### config.mk
export PLATFORM = sky130hd
export DESIGN_NAME = multicycle_controller
export DESIGN_NICKNAME = d
export VERILOG_FILES = /design/src/rtl/riscv_ctrl_pkg.sv /design/src/rtl/multicycle_controller.sv
export SDC_FILE = /design/constraint.sdc
export NUM_CORES = 1
export LEC_CHECK = 0
export ABC_AREA = 1
export CAP_MARGIN = 0
export CORE_UTILIZATION = 54
export DETAILED_ROUTE_END_ITERATION = 8
export HOLD_SLACK_MARGIN = 0.12
export PLACE_DENSITY = 0.84
export SLEW_MARGIN = 20
export SYNTH_ARGS = -nofsm -noshare
export SYNTH_HDL_FRONTEND = slang
export SYNTH_SLANG_ARGS = --single-unit
export TNS_END_PERCENT = 10
### constraint.sdc
create_clock -name clk -period 2.3 [get_ports clk]
set_clock_uncertainty 0.15 [all_clocks]
set_input_delay 0.23 -clock clk [delete_from_list [all_inputs] [get_ports clk]]
set_output_delay 0.23 -clock clk [all_outputs]
set_load 0.005 [all_outputs]
### src/rtl/riscv_ctrl_pkg.sv
// Shared control encodings for the RISC-V single-cycle and multi-cycle decoders.
package riscv_ctrl_pkg;

  typedef enum logic [3:0] {
    FETCH,
    DECODE,
    EXEC_R,
    R_WB,
    MEM_ADDR,
    MEM_RD,
    LD_WB,
    MEM_WR,
    BRANCH
  } ctrl_state_t;

  localparam logic [6:0] OP_RTYPE = 7'b0110011;
  localparam logic [6:0] OP_LOAD  = 7'b0000011;
  localparam logic [6:0] OP_STORE = 7'b0100011;
  localparam logic [6:0] OP_BEQ   = 7'b1100011;

  localparam logic [1:0] ALUOP_ADD   = 2'b00;
  localparam logic [1:0] ALUOP_SUB   = 2'b01;
  localparam logic [1:0] ALUOP_FUNCT = 2'b10;

  localparam logic [1:0] SRCB_RS2  = 2'b00;
  localparam logic [1:0] SRCB_FOUR = 2'b01;
  localparam logic [1:0] SRCB_IMM  = 2'b10;

  function automatic logic op_supported(input logic [6:0] op);
    return (op == OP_RTYPE) || (op == OP_LOAD) || (op == OP_STORE) || (op == OP_BEQ);
  endfunction

endpackage

### src/rtl/multicycle_controller.sv
// Multi-cycle RISC-V control FSM: fetch/decode/execute/memory/writeback
// sequencing over a shared memory port and ALU, with a retired-instruction counter.
module multicycle_controller
  import riscv_ctrl_pkg::*;
#(
  parameter int unsigned CNT_W = 32
) (
  input  logic             clk,
  input  logic             reset,
  input  logic [6:0]       opcode,
  input  logic             zero,
  input  logic             mem_ready,
  output logic             mem_read,
  output logic             mem_write,
  output logic             iord,
  output logic             ir_write,
  output logic             pc_write,
  output logic             pc_src,
  output logic             alu_src_a,
  output logic [1:0]       alu_src_b,
  output logic [1:0]       aluop,
  output logic             reg_write,
  output logic             mem2reg,
  output logic             illegal_op,
  output logic [CNT_W-1:0] retired
);

  ctrl_state_t state, state_nxt;
  logic        retire;

  // State register and retired-instruction counter; reset wins over any transition.
  always_ff @(posedge clk) begin
    if (reset) begin
      state   <= FETCH;
      retired <= '0;
    end else begin
      state <= state_nxt;
      if (retire) retired <= retired + CNT_W'(1);
    end
  end

  // Next-state selection and retire strobe for the edge leaving a final phase.
  always_comb begin
    state_nxt = state;
    retire    = 1'b0;
    case (state)
      FETCH:    if (mem_ready) state_nxt = DECODE;
      DECODE: begin
        case (opcode)
          OP_RTYPE:          state_nxt = EXEC_R;
          OP_LOAD, OP_STORE: state_nxt = MEM_ADDR;
          OP_BEQ:            state_nxt = BRANCH;
          default:           state_nxt = FETCH;
        endcase
      end
      EXEC_R:   state_nxt = R_WB;
      R_WB: begin
        state_nxt = FETCH;
        retire    = 1'b1;
      end
      MEM_ADDR: state_nxt = (opcode == OP_LOAD) ? MEM_RD : MEM_WR;
      MEM_RD:   if (mem_ready) state_nxt = LD_WB;
      LD_WB: begin
        state_nxt = FETCH;
        retire    = 1'b1;
      end
      MEM_WR: begin
        if (mem_ready) begin
          state_nxt = FETCH;
          retire    = 1'b1;
        end
      end
      BRANCH: begin
        state_nxt = FETCH;
        retire    = 1'b1;
      end
      default:  state_nxt = FETCH;
    endcase
  end

  // Datapath control decode; everything is held low while reset is asserted.
  always_comb begin
    mem_read   = 1'b0;
    mem_write  = 1'b0;
    iord       = 1'b0;
    ir_write   = 1'b0;
    pc_write   = 1'b0;
    pc_src     = 1'b0;
    alu_src_a  = 1'b0;
    alu_src_b  = SRCB_RS2;
    aluop      = ALUOP_ADD;
    reg_write  = 1'b0;
    mem2reg    = 1'b0;
    illegal_op = 1'b0;
    if (!reset) begin
      case (state)
        FETCH: begin
          mem_read  = 1'b1;
          alu_src_b = SRCB_FOUR;
          ir_write  = mem_ready;
          pc_write  = mem_ready;
        end
        DECODE: begin
          alu_src_b  = SRCB_IMM;
          illegal_op = !op_supported(opcode);
        end
        EXEC_R: begin
          alu_src_a = 1'b1;
          aluop     = ALUOP_FUNCT;
        end
        R_WB:     reg_write = 1'b1;
        MEM_ADDR: begin
          alu_src_a = 1'b1;
          alu_src_b = SRCB_IMM;
        end
        MEM_RD: begin
          mem_read = 1'b1;
          iord     = 1'b1;
        end
        LD_WB: begin
          reg_write = 1'b1;
          mem2reg   = 1'b1;
        end
        MEM_WR: begin
          mem_write = 1'b1;
          iord      = 1'b1;
        end
        BRANCH: begin
          alu_src_a = 1'b1;
          aluop     = ALUOP_SUB;
          pc_src    = 1'b1;
          pc_write  = zero;
        end
        default: ;
      endcase
    end
  end

endmodule

==> flow_summary.yaml, run 1 <==
routing:
  drtAntennaViolNets: 0
  vias_per_cell: 5.267
  num_vias: 2660
  drc: 0
  drtPass1Iterations: 4
  route.detailed.wl_per_inst_um: 12.22
  drt_wl_total_mm: 6.170
  detail_route.iter0.violations: 135
timing:
  timing_worst_slew_pin_value_ps: 458.4
  max_clock_freq_mhz: 458.1
  worst_slack_ps: 117.0
  final_max_slew_viol_count: 0
  grt_setup_unrepaired: "false"
  number_of_hold_violations_in_the_final_report: 0
  post-route-period-util: 0.9491
  setup-tns-final_ps: 0
  finalSetupViolations: 0
  final_critical_period_ps: 2183
  max_slew_margin: 0.6938
  timing.hold.ws_ps: 351.8
power_and_ir_drop:
  switching_share: 0.2171
  power_per_cell_area_mw_per_mm2: 418.1
  p_int_mw: 1.052
  leakage_power_figure_nw: 1.276
  power.clock.fraction: 0.466
  share_comb_of_total_power: 0.067
  design_power_total_mw: 1.344
  power.switching_mw: 0.2918
  power.share.sequential: 0.467
  power.ir.vdd_worst_uv: 252.8
cts:
  htreeDepth: 2
  holdBufCountCts: 0
  clk_pin_slew_ps: 70
  cts_made_buffers: 5
  clock_latency_ps: 290
  clock_sinks: 36
  cts_post_setup_buffers_inserted: 0
  max-clock-path-buffers: 2
  cts_tree: "done"
  cts_root_buffer: "clkbuf_8"
floorplanning:
  effective_utilization_at_floorplan: 0.5598
  die-area_sq_mm: 0.004787
  core_area_sq_mm: 0.004354
  die_h_um: 69.19
  io_count: 57
  die_width_um: 69.19
  core.rowCount: 24
hold_path:
  hold_end: "retired[0]"
  hold_sp: "retired[0]"
  cell_depth_of_the_worst_min_delay_path: 1
  worst_hold_path_type: "reg -> reg"
worst_setup_path:
  worst-setup-path-type: "reg -> out"
  crit-reg2reg-launch: "retired[0]"
  r2r-end: "retired[12]"
  arr_time_crit_path_ps: 1800
  worst-path-max-fanout: 5
  reg2reg_setup_slack_ps: 440
  worst_r2r_path_depth: 8
  worst_setup_path_end_kind: "output port"
  critical_path.startpoint_type: "register"
  timing.critical_path.required_ps: 1920
synth:
  syn_area_sq_mm: 0.002437
  ys_seq_area_frac: 0.2957
  number_of_register_bits_inferred_by_synthesis: 36
  yosys_warnings: 0
  postSynthAreaPerCell_sq_um: 6.186
  yosys.cell_types.count: 28
  synthesis.instances: 394
  syn-num-nets: 406
global_routing:
  wire_length_of_the_first_global_routing_pass_mm: 10.12
  grt_pass1_vias: 2302
  grt_overflow_total: 0
  grt_antenna_before_repair: 0
  largest_net_degree_at_the_start_of_global_routing: 30
  grt_use_total: 0.2556
finish:
  post_layout_nonfiller_instances: 505
  multiInputGateArea_sq_mm: 0.001443
  regArea_sq_um: 728.2
  n_fill_cell: 386
  layout-drive-gt1-share: 0.1104
  area_delta_synth_final_pct: 31.88
  diodes: 0
  final_nets: 464
status:
  outcome: "complete, no violations"
placed_design:
  final_hpwl_from_detailed_placement_mm: 4.473
  port_buffers: 56
  place.detailed.instances: 497
  dp_worst_setup_slack_ps: 176.5
  routabilityCongestion: 0.9516
flow_run:
  timing.max_cap.violations: 0
## area by class of cell
class,count,share of cell area
multi-input cells,288,0.4488
flip-flops and latches,36,0.2265
repair buffers,62,0.1962
inverters,59,0.06890
clock buffers,7,0.02997
well taps,52,0.02024
clock inverters,1,0.009342
## power groups by stage
stage          sequential (mW)  combinational (mW)  clock (mW)
3_3_place_gp             0.643              0.0874           0
5_1_grt                  0.628               0.100       0.660
3_5_place_dp             0.642              0.0883           0
4_1_cts                  0.628              0.0896       0.637
6_report                 0.627              0.0904       0.626
2_1_floorplan            0.642              0.0436           0
## state kept, by name (all words and copies together) (netlist names)
| register | cells |
|---|---|
| state | 4 |
| retired | 32 |
## timing repair
action	4_1_cts	5_1_grt
pin swaps	0	0
resized for setup	2	9
setup endpoints to repair	2	5
## critical path, stage by stage, from the launching register on
cell and delay (ps):
dfxtp_2 350, inv_2 110, nand2_1 80, nor2_1 210, nand4_1 120, a21oi_1 130
clkdlybuf4s50_1 510
## logic make-up (layout without fill, tap and decap cells)
group / after synthesis / count (layout) / synth area share
XOR/XNOR: 1 / 1 / 0.003594
AND/OR/NAND/NOR: 254 / 254 / 0.5077
buffers and inverters: 70 / 129 / 0.1217
flip-flops: 36 / 36 / 0.2957
adder cells (fa/ha/maj): 1 / 1 / 0.005133
AO/OA/AOI/OAI: 32 / 32 / 0.06622
## layer usage
metal | part of all wire | track usage | up-vias
li1 | - | - | 1378
met1 | 0.46 | 0.3382 | 1211
met2 | 0.47 | 0.4186 | 65
met3 | 0.054 | 0.04506 | 6
met4 | 0.0063 | 0.08844 | 0
met5 | 0 | 0 | -
## synth_stat cells
cell type | number | area, sq um
a21oi_1 | 24 | 120.1
a31oi_1 | 1 | 6.260
and2_1 | 1 | 6.260
and3_1 | 1 | 6.260
buf_1 | 1 | 3.750
buf_4 | 4 | 30.03
buf_6 | 1 | 11.26
buf_8 | 1 | 15.01
clkbuf_1 | 4 | 15.01
dfxtp_1 | 36 | 720.7
ha_1 | 1 | 12.51
inv_1 | 56 | 210.2
inv_2 | 3 | 11.26
nand2_1 | 102 | 382.9
nand2_2 | 2 | 12.51
nand3_1 | 30 | 150.1
nand3_2 | 13 | 130.1
nand3b_1 | 3 | 22.52
nand4_1 | 22 | 137.6
nand4_4 | 1 | 21.27
nor2_1 | 62 | 232.7
nor2_2 | 3 | 18.77
nor2_4 | 5 | 56.30
nor2_8 | 1 | 20.02
nor3_1 | 8 | 40.04
o21ai_0 | 5 | 25.02
o21ai_1 | 2 | 10.01
xor2_1 | 1 | 8.760
## worst max-delay path by stage
| stage | depth (start not counted) | endpoint | startpoint | slack (ps) |
|---|---|---|---|---|
| after CTS | 6 | reg_write | state[2] | 10 |
| after global placement | 6 | pc_write | reset | 210 |
| final | 6 | illegal_op | state[2] | 120 |
| after floorplan | 8 | retired[12] | retired[0] | 670 |
| after global routing | 6 | reg_write | state[0] | 9 |
| after detailed placement | 8 | illegal_op | opcode[1] | 180 |
## metrics by stage
step / area [sq um] / utilization
6_report: 3214 / 0.7382
3_3_place_gp: 3058 / 0.7023
4_1_cts: 3193 / 0.7333
2_1_floorplan: 2437 / -
3_5_place_dp: 3058 / 0.7023
5_1_grt: 3214 / 0.7382
## cells in the final DEF, fill, tap and decap left out, types with 2 or more instances in the layout
master / count
nand3_1: 30
clkbuf_8: 7
o21ai_0: 5
a21oi_1: 24
dfxtp_2: 3
nand4_1: 22
clkdlybuf4s50_1: 56
inv_1: 56
buf_4: 4
inv_2: 3
nor3_1: 8
nor2_4: 6
nand3_2: 12
o21ai_1: 2
dfxtp_1: 32
buf_12: 2
nor2_1: 60
nand2_2: 3
nor2_2: 4
nand2_1: 101
nand3b_1: 3
Note: power is estimated with default switching activity, not from simulation.
==> inputs of run 2 (changes only) <==
- CORE_MARGIN: unset -> 4
- clock period: 2.3 -> 2.6 ns (I/O delays scaled with it)
==> run 2 against run 1 <==
Against the previous run:
- sequential cell count unchanged
- power down 22%
- routed wire length down 0.94%
- non-clock buffer count down 1
- critical path depth unchanged
- die area up 18%
- cell count down 0.20%
- via count down 0.56%
- global-route usage down 2.9 points
==> flow_summary.yaml, run 2 (synthesis gave the netlist of run 1 again) <==
finish:
  postLayoutCoreUtil: 0.7155
  biggestRegsByFlops: "retired (32), state (4)"
  finalInstanceArea_sq_mm: 0.003115
  largest_register: "retired"
  final_nets: 463
  diodes: 0
  final_common_cell: "nand2_1"
  layout-drive-gt1-share: 0.08628
  largest_register_ffs: 32
  most_used_cells_in_the_layout_excluding_fill_and_tap_cells: "nand2_1, nor2_1, inv_1, clkdlybuf4s50_1, dfxtp_1"
  area_delta_synth_final_pct: 27.82
power_and_ir_drop:
  power_per_cell_area_mw_per_mm2: 338.0
  power.ir.vdd_worst_uv: 235.2
  leakage_power_figure_nw: 1.236
global_routing:
  grt.busiest_layer: "met2"
  grtUsageMet2: 0.3656
  grt_pass1_vias: 2350
  grt_use_total: 0.2268
  grt_overflow_total: 0
  wire_length_of_the_first_global_routing_pass_mm: 10.16
  grt_antenna_before_repair: 0
  grtUsageMet3: 0.04272
  largest_net_degree_at_the_start_of_global_routing: 35
  grt.met1_usage: 0.3016
cts:
  holdBufCountCts: 0
  clock_sinks: 36
  clock_latency_ps: 290
  cts_made_buffers: 5
  max-clock-path-buffers: 2
  htreeDepth: 2
  cts_tree: "done"
  clk_pin_slew_ps: 70
  cts_root_buffer: "clkbuf_8"
  post_cts_resized: 0
  cts_post_setup_buffers_inserted: 0
worst_setup_path:
  critical_path.startpoint_type: "register"
  worst_r2r_path_depth: 8
  worst-path-max-fanout: 7
  worst_setup_path_end_kind: "output port"
  timing.critical_path.required_ps: 2190
  arr_time_crit_path_ps: 1920
  worst-setup-path-type: "reg -> out"
timing:
  final_max_slew_viol_count: 0
  max_slew_margin: 0.6802
  number_of_hold_violations_in_the_final_report: 0
  worst_slack_ps: 271.6
  timing.hold.ws_ps: 367.7
  timing_worst_slew_pin_value_ps: 478.8
  setup-tns-final_ps: 0
  grt_setup_unrepaired: "false"
  finalSetupViolations: 0
  final_critical_period_ps: 2328
  max_clock_freq_mhz: 429.5
  post-route-period-util: 0.8955
routing:
  vias_per_cell: 5.248
  detail_route.iter0.violations: 155
  drc: 0
  drtPass1Iterations: 5
  num_vias: 2645
  drtAntennaViolNets: 0
  route.detailed.wl_per_inst_um: 12.13
  drt_wl_total_mm: 6.112
placed_design:
  port_buffers: 56
  final_hpwl_from_detailed_placement_mm: 4.613
  dp_worst_setup_slack_ps: 398.3
  routabilityCongestion: 0.9416
  placed_area_sq_mm: 0.003025
hold_path:
  worst_hold_path_type: "reg -> reg"
  cell_depth_of_the_worst_min_delay_path: 1
floorplanning:
  io_count: 57
  core.rowCount: 24
  die-area_sq_mm: 0.005653
  die_width_um: 75.19
  die_h_um: 75.19
  effective_utilization_at_floorplan: 0.5598
  core_area_sq_mm: 0.004354
status:
  outcome: "complete, no violations"
flow_run:
  timing.max_cap.violations: 0
==> run 2: metal layers <==
metal	vias to the layer above	wire [um]
met2	75	2912
li1	1377	-
met5	-	0
met1	1186	2774
met3	7	335
met4	0	89
==> run 2: area by class of cell <==
class,count,area [sq um]
Inverter,59,221.5
Timing Repair Buffer,61,598.1
Fill cell,384,1239
Sequential cell,36,720.7
Clock buffer,8,90.09
Multi-Input combinational cell,288,1420
Tap cell,52,65.06
==> run 2: critical path, cell delays in order (launching register included) <==
cell and delay [ps]:
dfxtp_1 490, nand2_1 110, inv_2 90, nand2_1 100, and2_1 220, nor2_1 100
clkdlybuf4s50_1 510
==> run 2: stage by stage <==
step / cells / power (mW)
floorplan: 394 / 0.6061
global placement: 496 / 0.6454
detailed placement: 496 / 0.6460
CTS: 504 / 1.063
global route: 504 / 1.096
finish: 504 / 1.053
==> run 2: report_power, final <==
| part | switching (mW) | internal, mW | total (mW) |
|---|---|---|---|
| sequential | 0.00311 | 0.553 | 0.556 |
| combinational | 0.0387 | 0.0398 | 0.0784 |
| clock | 0.203 | 0.216 | 0.419 |
==> run 2: final timing paths <==
kind	from	endpoint	slack (ps)
worst min register to register	retired[0]	retired[0]	370
worst min-delay path	retired[0]	retired[0]	370
worst max register to register	state[3]	retired[25]	520
worst max-delay path	state[1]	reg_write	270
==> inputs of run 3 (changes only) <==
- PLACE_DENSITY: 0.84 -> unset
- PLACE_DENSITY_LB_ADDON: unset -> 0.12
==> run 3 against run 2 <==
Against the previous run:
- cell area is 0.12% lower
- via count up 0.76%
- critical path depth fell by 1
- highest routed layer unchanged
==> flow_summary.yaml, run 3 (synthesis gave the netlist of run 1 again) <==
worst_setup_path:
  worst_setup_path_end_kind: "output port"
  timing.critical_path.cells: "clkdlybuf4s50_1 -> inv_1 -> nand2_1 -> o21ai_0 -> clkdlybuf4s50_1"
  crit_path_max_incr_delay_ps: 800
  r2r-end: "retired[1]"
  worst_path_max_delay_cell: "clkdlybuf4s50_1"
  crit_path_frequent_cell: "clkdlybuf4s50_1"
  reg2reg_setup_slack_ps: 380
  worst_r2r_path_depth: 5
  crit-reg2reg-launch: "state[1]"
  arr_time_crit_path_ps: 1910
  worst-path-max-fanout: 16
  cpLargestDelayFamily: "buffers and inverters"
  crit_path_start: "reset"
  worst-setup-path-type: "in -> out"
  timing.critical_path.required_ps: 2190
  critical_path.startpoint_type: "input port"
  timing.critical_path.buf_inv: 3
routing:
  vias_per_cell: 5.319
  detail_route.iter0.violations: 255
  route.detailed.wl_per_inst_um: 11.81
  drtAntennaViolNets: 0
  drc: 0
  drt_wl_total_mm: 5.919
  num_vias: 2665
  drtPass1Iterations: 4
finish:
  area_delta_synth_final_pct: 27.67
  biggestRegsByFlops: "retired (32), state (4)"
  final_nets: 461
  diodes: 0
  postLayoutCoreUtil: 0.7147
  largest_register_ffs: 32
  most_used_cells_in_the_layout_excluding_fill_and_tap_cells: "nand2_1, nor2_1, inv_1, clkdlybuf4s50_1, dfxtp_1"
  largest_register: "retired"
  layout-drive-gt1-share: 0.08686
  final_common_cell: "nand2_1"
cts:
  clock_latency_ps: 280
  holdBufCountCts: 0
  cts_post_setup_buffers_inserted: 0
  post_cts_resized: 0
  clock_sinks: 36
  cts_tree: "done"
  cts_made_buffers: 5
  max-clock-path-buffers: 2
  htreeDepth: 2
  clk_pin_slew_ps: 70
  cts_root_buffer: "clkbuf_8"
flow_run:
  timing.max_cap.violations: 0
global_routing:
  wire_length_of_the_first_global_routing_pass_mm: 10.01
  grt_antenna_before_repair: 0
  grt_overflow_total: 0
  grt_use_total: 0.2198
  largest_net_degree_at_the_start_of_global_routing: 62
  grt_pass1_vias: 2339
power_and_ir_drop:
  power_per_cell_area_mw_per_mm2: 343.0
  design_power_total_mw: 1.067
  power.ir.vdd_worst_uv: 202.3
  leakage_power_figure_nw: 1.231
hold_path:
  cell_depth_of_the_worst_min_delay_path: 1
  hold_end: "retired[0]"
  hold_sp: "retired[0]"
  worst_hold_path_type: "reg -> reg"
floorplanning:
  core_area_sq_mm: 0.004354
  die-area_sq_mm: 0.005653
  die_width_um: 75.19
  die_h_um: 75.19
  effective_utilization_at_floorplan: 0.5598
  core.rowCount: 24
  io_count: 57
placed_design:
  dp_worst_setup_slack_ps: 119.5
  final_hpwl_from_detailed_placement_mm: 4.330
  routabilityCongestion: 0.8985
  port_buffers: 56
status:
  outcome: "complete, no violations"
timing:
  setup-tns-final_ps: 0
  final_critical_period_ps: 2320
  final_max_slew_viol_count: 0
  post-route-period-util: 0.8923
  max_clock_freq_mhz: 431.0
  grt_setup_unrepaired: "false"
  timing.hold.ws_ps: 353.6
  worst_slack_ps: 279.9
  finalSetupViolations: 0
  timing_worst_slew_pin_value_ps: 873.5
  max_slew_margin: 0.4165
  number_of_hold_violations_in_the_final_report: 0
-- run 3: final cells by class --
class,count,area [sq um]
tap,52,65.06
inverter,59,221.5
timing repair buffer,59,583.1
multi-input combinational,288,1425
fill,400,1242
clock buffer,7,96.34
sequential,36,720.7
-- run 3: worst register-to-register path: cells and delay by family, from the launching register on --
| family | cells | cell delay, ps |
|---|---|---|
| and+or+nand+nor | 3 | 960 |
| DFF | 1 | 480 |
| AOI/OAI and AO/OA | 2 | 500 |
-- run 3: metal layers --
metal / up-vias / wire (um) / global-route usage
met5: - / 0 / 0
met4: 0 / 80 / 0.06796
met3: 13 / 345 / 0.04139
met2: 87 / 2746 / 0.3511
met1: 1197 / 2746 / 0.3001
li1: 1368 / - / -
-- run 3: worst max-delay path by stage --
stage,endpoint,slack [ps],cells after the start
after floorplan,retired[12],970,8
after global placement,illegal_op,230,7
after detailed placement,illegal_op,120,7
after CTS,illegal_op,120,7
after global routing,retired[1],120,5
final,alu_src_b[1],280,5
-- run 3: metrics by stage --
| stage | std cells | instance area, sq um |
|---|---|---|
| global placement | 494 | 3010 |
| global route | 501 | 3112 |
| floorplan | 394 | 2437 |
| detailed placement | 494 | 3010 |
| finish | 501 | 3112 |
| CTS | 501 | 3107 |
-- run 3: power breakdown --
| group | internal (mW) | total [mW] | switching [mW] | leakage [nW] |
|---|---|---|---|---|
| logic | 0.0392 | 0.0786 | 0.0394 | 0.891 |
| clock network | 0.236 | 0.433 | 0.197 | 0.0503 |
| registers | 0.553 | 0.555 | 0.00297 | 0.290 |
